### src/rtl/chaotic_sbox_generator.sv
// Builds a bijective 2^SBOX_W-entry S-box from NUM_CH chaotic sample streams, using linear probing over a used-value bitmap.
// Define SBOX_INVERSE_EN to add the inverse table and the inv_rd_data read port.
module chaotic_sbox_generator #(
    parameter int DATA_W = 32,
    parameter int NUM_CH = 3,
    parameter int SBOX_W = 8
) (
    input  logic                     clk,
    input  logic                     reset,
    input  logic                     enable_bar,
    input  logic [NUM_CH*DATA_W-1:0] chaotic_signal,
    input  logic                     regen,
    input  logic [SBOX_W-1:0]        rd_addr,
    output logic [SBOX_W-1:0]        rd_data,
`ifdef SBOX_INVERSE_EN
    output logic [SBOX_W-1:0]        inv_rd_data,
`endif
    output logic                     ready,
    output logic [SBOX_W:0]          fill_count
);

    localparam int DEPTH = 1 << SBOX_W;
    localparam logic [SBOX_W:0] LAST_IDX = (SBOX_W+1)'(DEPTH - 1);

    typedef enum logic [1:0] {IDLE, FILL, PROBE, DONE} state_t;

    state_t            state, state_nxt;
    logic [SBOX_W:0]   idx, idx_nxt;
    logic [SBOX_W-1:0] probe, probe_nxt;
    logic [DEPTH-1:0]  used;
    logic [SBOX_W-1:0] table_mem [DEPTH];
`ifdef SBOX_INVERSE_EN
    logic [SBOX_W-1:0] inv_mem [DEPTH];
`endif

    logic [SBOX_W-1:0] cand;
    logic [SBOX_W-1:0] wr_val;
    logic              wr_en;
    logic              clr_used;

    // Only the low SBOX_W bits of each channel feed the candidate.
    logic unused_upper_bits;
    assign unused_upper_bits = ^chaotic_signal;

    always_comb begin
        cand = '0;
        for (int k = 0; k < NUM_CH; k++) begin
            cand = cand ^ chaotic_signal[k*DATA_W +: SBOX_W];
        end
    end

    always_comb begin
        // NOTE: every output of this block gets a default first, so no path can infer a latch.
        state_nxt = state;
        idx_nxt   = idx;
        probe_nxt = probe;
        wr_en     = 1'b0;
        wr_val    = cand;
        clr_used  = 1'b0;
        unique case (state)
            IDLE: begin
                if (!enable_bar) begin
                    state_nxt = FILL;
                    idx_nxt   = '0;
                    clr_used  = 1'b1;
                end
            end
            FILL: begin
                if (!enable_bar) begin
                    if (!used[cand]) begin
                        wr_en  = 1'b1;
                        wr_val = cand;
                    end else begin
                        probe_nxt = cand + (SBOX_W)'(1);
                        state_nxt = PROBE;
                    end
                end
            end
            PROBE: begin
                if (!enable_bar) begin
                    if (!used[probe]) begin
                        wr_en     = 1'b1;
                        wr_val    = probe;
                        state_nxt = FILL;
                    end else begin
                        probe_nxt = probe + (SBOX_W)'(1);
                    end
                end
            end
            DONE: begin
                if (regen) begin
                    state_nxt = FILL;
                    idx_nxt   = '0;
                    clr_used  = 1'b1;
                end
            end
            default: state_nxt = IDLE;
        endcase
        // The final write lands in DONE on the same edge, so ready rises with it.
        if (wr_en) begin
            idx_nxt = idx + (SBOX_W+1)'(1);
            if (idx == LAST_IDX) state_nxt = DONE;
        end
    end

    always_ff @(posedge clk or posedge reset) begin
        if (reset) begin
            state <= IDLE;
            idx   <= '0;
            probe <= '0;
            used  <= '0;
            // NOTE: the tables are flop arrays that must read back as zero after reset, so they are reset explicitly.
            for (int a = 0; a < DEPTH; a++) begin
                table_mem[a] <= '0;
`ifdef SBOX_INVERSE_EN
                inv_mem[a]   <= '0;
`endif
            end
        end else begin
            // NOTE: sequential state uses non-blocking assignments so every register samples pre-edge values.
            state <= state_nxt;
            idx   <= idx_nxt;
            probe <= probe_nxt;
            if (clr_used) begin
                used <= '0;
            end else if (wr_en) begin
                used[wr_val] <= 1'b1;
            end
            if (wr_en) begin
                table_mem[idx[SBOX_W-1:0]] <= wr_val;
`ifdef SBOX_INVERSE_EN
                inv_mem[wr_val]            <= idx[SBOX_W-1:0];
`endif
            end
        end
    end

    assign ready      = (state == DONE);
    assign fill_count = idx;
    assign rd_data    = ready ? table_mem[rd_addr] : '0;
`ifdef SBOX_INVERSE_EN
    assign inv_rd_data = ready ? inv_mem[rd_addr] : '0;
`endif

endmodule

### config.mk
export PLATFORM = sky130hd
export DESIGN_NAME = chaotic_sbox_generator
export DESIGN_NICKNAME = d
export VERILOG_FILES = /design/src/rtl/chaotic_sbox_generator.sv
export SDC_FILE = /design/constraint.sdc
export NUM_CORES = 2
export LEC_CHECK = 0
export BUFFER_PORTS_ARGS = -buffer_cell sky130_fd_sc_hd__buf_2
export CORE_UTILIZATION = 45
export DETAILED_ROUTE_END_ITERATION = 10
export PLACE_DENSITY_LB_ADDON = 0.2
export SLEW_MARGIN = 20
export SYNTH_ARGS = -nofsm -noshare
export SYNTH_HDL_FRONTEND = slang
export SYNTH_SLANG_ARGS = --single-unit
### constraint.sdc
create_clock -name clk -period 227 [get_ports clk]
set_clock_uncertainty 0.2 [all_clocks]
set_input_delay 68.1 -clock clk [delete_from_list [all_inputs] [get_ports clk]]
set_output_delay 68.1 -clock clk [all_outputs]
set_load 0.01 [all_outputs]
# Word-level counts from Yosys, hierarchy flattened
# Cells that the tools add are included.
# Widths: inputs -> output; s select.
dict set report totals {
  reg_bits 2323
  latchBits 0
  ramBits 0
  mem_bits_ro 0
  input_bits 108
  out_inout_bits 18
  word_cells 337
  mem_count 0
}
dict set report op_classes {
  add_sub_neg 3
  n_mul 0
  n_div 0
  order_cmp 7
  n_eq_ne 10
  n_shift 0
  mux 44
  n_bitwise 5
  n_reduce_logical 8
}
# cell count
set op_table {}
lappend op_table {{$bwmux 2048} 1}
lappend op_table {{$mux 256} 2}
lappend op_table {{$or 256x256->256} 1}
lappend op_table {{$mux 8} 11}
lappend op_table {{$bmux 8 s8} 1}
lappend op_table {{$demux 8 s8} 1}
lappend op_table {{$lt 8x9->1 const B} 3}
lappend op_table {{$mux 9} 3}
lappend op_table {{$ge 9x9->1 const B} 2}
lappend op_table {{$not 8->9} 2}
lappend op_table {{$pmux 9 s2} 1}
lappend op_table {{$add 8x1->8 const B} 2}
lappend op_table {{$bmux 1 s8} 2}
lappend op_table {{$mux 2} 8}
lappend op_table {{$pmux 8 s2} 1}
lappend op_table {{$xor 8x8->8} 2}
lappend op_table {{$add 9x1->9 const B} 1}
lappend op_table {{$eq 9x8->1 const B} 1}
lappend op_table {{$lt 9x1->1 const B} 1}
lappend op_table {{$mux 1} 9}
lappend op_table {{$demux 1 s8} 1}
lappend op_table {{$ge 8x1->1 const B} 1}
lappend op_table {{$ne 2x2->1 const B} 4}
lappend op_table {{$pmux 2 s4} 1}
lappend op_table {{other kinds (11)} 15}

# Depth between registers and ports, before layout
dict set report logic_depth {
  depth_word 12
  ltp_mapped 17
  depth_no_buf 10
}

# Worst setup path after synthesis
# No wires, ideal clock.
dict set report synth_path {
  path_type {input to output}
  start {input port rd_addr[0]}
  end {output port rd_data[0]}
  t_arrival_ns 71.304
  required_time_ns 158.700
  path_slack_ns 87.396
  cell_stages 8
  n_path_buf 3
  cell_sequence {clkbuf_1 clkbuf_1 buf_1 mux4_2 mux4_2 mux4_2 mux4_2 and2_1}
}
dict set report synth_via {
  elab_chain_cells 5
}
# element line
set synth_rtl {}
lappend synth_rtl {{start, declared} 13} ;# input logic [SBOX_W-1:0] rd_addr,
lappend synth_rtl {{$not 8->9 (not written as such)} 140} ;# assign rd_data = ready ? table_mem[rd_addr] : '0;
lappend synth_rtl {{$bmux 8 s8} 140}
lappend synth_rtl {{$mux 8 (not written as such) (2 in series)} 140}
lappend synth_rtl {{$mux 8} 140}
lappend synth_rtl {{end, declared} 14} ;# output logic [SBOX_W-1:0] rd_data,
# No other way between the ends. The select of a mux whose other input is x is not followed.

# Worst setup path in the final report
dict set report layout_path {
  start {input port rd_addr[0]}
  end {output port rd_data[2]}
}
# The elaborated chain is that of the path after synthesis.

==> metrics <==
Peak supply drop=7.74 uV; DP Wirelength=179000 um; post-CTS resize count=0; CP max stage cell=buf_4; top_reg_cell synth=dfrtp_1; Yosys warning total=0; largest area contributor in the netlist=dfrtp_1; sequential cell area=0.0581 mm2; height of the die=497 um; Synthesized Nets=7312; worst slew pin tran=1.14 ns; # port buffers=53; Worst-Skew Late Latency=0.92 ns; Max Clk Rate=0.00701 GHz; buffers from clock root to sink, at most=4; Post-synth EDFFs=0; largest net degree at the start of global routing=185; Final Wtd Congestion=0.857; synth unique cells=68; core area=0.243 mm2; Clk Tree Root Cell=clkbuf_16; final WL=295000 um; RSZ-0062 raised after global routing=no; Slew Viols, Final=0; asr flop ratio synth=100%; crit path cell chain=buf_8, buf_4, buf_12, buf_4, buf_4, mux4_2, mux4_2, mux4_2, mux4_2, and2_1, buf_2; HP Class=reg -> reg; setup total negative slack=0 ns; Fillers=20.1k; CP endpoint kind=output pin; Crit Path Max Fanout=83; total power=993 uW; Tmin final=142.73 ns; status=complete, no violations; ANT nets after route=0; Reg clk slew, reported paths=0.05 ns; Most Frequent Cell on Critical Path=mux4_2; Initial Util=45.3%; DRT Pass-1 Iters=8; Post-synth top cells=2323 x dfrtp_1, 2054 x mux2_2, 778 x mux4_2; R2R Setup Slk=218.63 ns; most common cell in the netlist=dfrtp_1; DRT iter0 DRCs=4772; largest cells by area after synthesis=dfrtp_1 53%, mux2_2 21%, mux4_2 16%, clkbuf_1 1.4%, nand2_1 1.3%; Seq cells post-synth=2323; mapped cell area=0.110 mm2; Die Area=0.247 mm2; Routed WL per cell=28.2 um; grt ovf=0; dpl cell area=0.114 mm2; initial antenna violation count=15; CTS hold repair buffers=0; drt drc=0; max incr delay on CP=0.72 ns; DR vias/cell=6.13; Cells after Synth=7194; htree depth=5; first-pass GRT wire length=450000 um; fin nets=7212; Core Rows=181; Multi-input gate area=0.0501 mm2; Final period util=62.9%; Die X=497 um; clk sinks=2323; Setup violations, final=0; Post-CTS Setup Bufs=0; Arr. time, crit path=74.43 ns; Area Growth Syn to Fin=11.1%; total CTS buffers=277; vias in the first global route=66.9k; io pins=126; Seq/Total Area, Yosys=52.7%; CP Data Required Time=158.70 ns; CTS tree=done; via count=64.2k; Leak=0.0569 uW; relative max-transition margin=24.0%; share of the synthesized area in the top cell type=52.7%; GRT Resource Usage Total=24.1%; Non-Filler Cell Area, Final=0.123 mm2; WS Path Type=in -> out; MaxCap Viol Count=0; Final Hold Vio Count=0; synthesized area per cell=15.3 um2; CP Launch Type=input port; share of cells above drive strength 1=51.0%; Power Density=8.11 mW/mm2
[logic make-up (layout without fill, tap and decap cells)]
group | Yosys count | in the layout | share of synthesized area, %
flops | 2323 | 2323 | 52.7
other cells | 0 | 3 | 0
buf+inv | 571 | 650 | 2.14
mux | 2894 | 2894 | 37.4
fa+ha+maj | 10 | 10 | 0.113
simple gates | 898 | 898 | 4.60
compound gates | 478 | 478 | 2.75
xor+xnor | 20 | 20 | 0.263
[through the flow]
step	util, %	setup WS [ns]	hold WS [ns]	cells
floorplan	-	87.40	0.260	7194
global route	50.3	83.80	0.308	10500
finish	50.3	84.27	0.299	10500
CTS	50.3	84.02	0.302	10500
detailed placement	46.7	84.02	0.289	10000
global placement	46.7	84.02	0.279	10000
[where the power goes]
part | internal (uW) | switching, uW | total (uW)
Sequential | 418 | 7.34 | 426
Clock | 261 | 172 | 433
Combinational | 28.5 | 106 | 134
[registers in the layout (all words and copies together) (netlist names)]
name,count
table_mem,2048
probe,8
used,256
fill_count,9
state,2
[layer usage]
metal  track usage, %  share of wire [%]  vias up
li1                 -                  -    26800
met4             7.27                3.1        4
met2             37.9                 47     1766
met1             34.4                 44    35100
met5                0              0.011        -
met3             3.99                5.5      527
[worst max-delay path, delay by kind of cell]
kind / cells / cell delay, ns
multiplexers: 4 / 2.37
buffers and inverters: 6 / 3.38
AND/OR/NAND/NOR: 1 / 0.25
[path summary, 6_finish.rpt]
| check | from | endpoint | cells after the start |
|---|---|---|---|
| min reg2reg | table_mem[686]$_DFFE_PP0P_ | table_mem[686]$_DFFE_PP0P_ | 1 |
| max in group asynchronous | reset | table_mem[1970]$_DFFE_PP0P_ | 7 |
| max | rd_addr[0] | rd_data[2] | 11 |
| min | table_mem[686]$_DFFE_PP0P_ | table_mem[686]$_DFFE_PP0P_ | 1 |
| min in group asynchronous | reset | table_mem[609]$_DFFE_PP0P_ | 2 |
| max reg2reg | probe[0]$_DFFE_PP0P_ | table_mem[1325]$_DFFE_PP0P_ | 15 |
[layout by cell type, fill, tap and decap left out, types with 15 or more instances in the layout]
| cell type | instances |
|---|---|
| clkbuf_1 | 57 |
| mux2_2 | 2052 |
| nor2_1 | 67 |
| mux2i_1 | 62 |
| clkinv_2 | 36 |
| clkbuf_8 | 59 |
| a21oi_1 | 27 |
| a31oi_1 | 57 |
| nand2_1 | 372 |
| o21ai_0 | 209 |
| a22oi_1 | 42 |
| nor2_2 | 190 |
| nand2b_1 | 15 |
| buf_2 | 49 |
| mux4_2 | 778 |
| o31ai_1 | 22 |
| clkbuf_16 | 281 |
| dfrtp_1 | 2321 |
| nor3_1 | 67 |
| buf_4 | 108 |
| a22o_1 | 65 |
| nor3_4 | 68 |
| nand3_1 | 46 |
[layout make-up]
| cell class | instances | share of cell area [%] |
|---|---|---|
| Sequential cell | 2323 | 47.5 |
| Inverter | 9 | 0.0337 |
| Multi-Input combinational cell | 4300 | 40.9 |
| Antenna cell | 3 | 0.00613 |
| Tap cell | 3202 | 3.27 |
| Timing Repair Buffer | 183 | 1.24 |
| Clock buffer | 397 | 6.58 |
| Clock inverter | 61 | 0.566 |
Power figures use the tool's default switching activity.
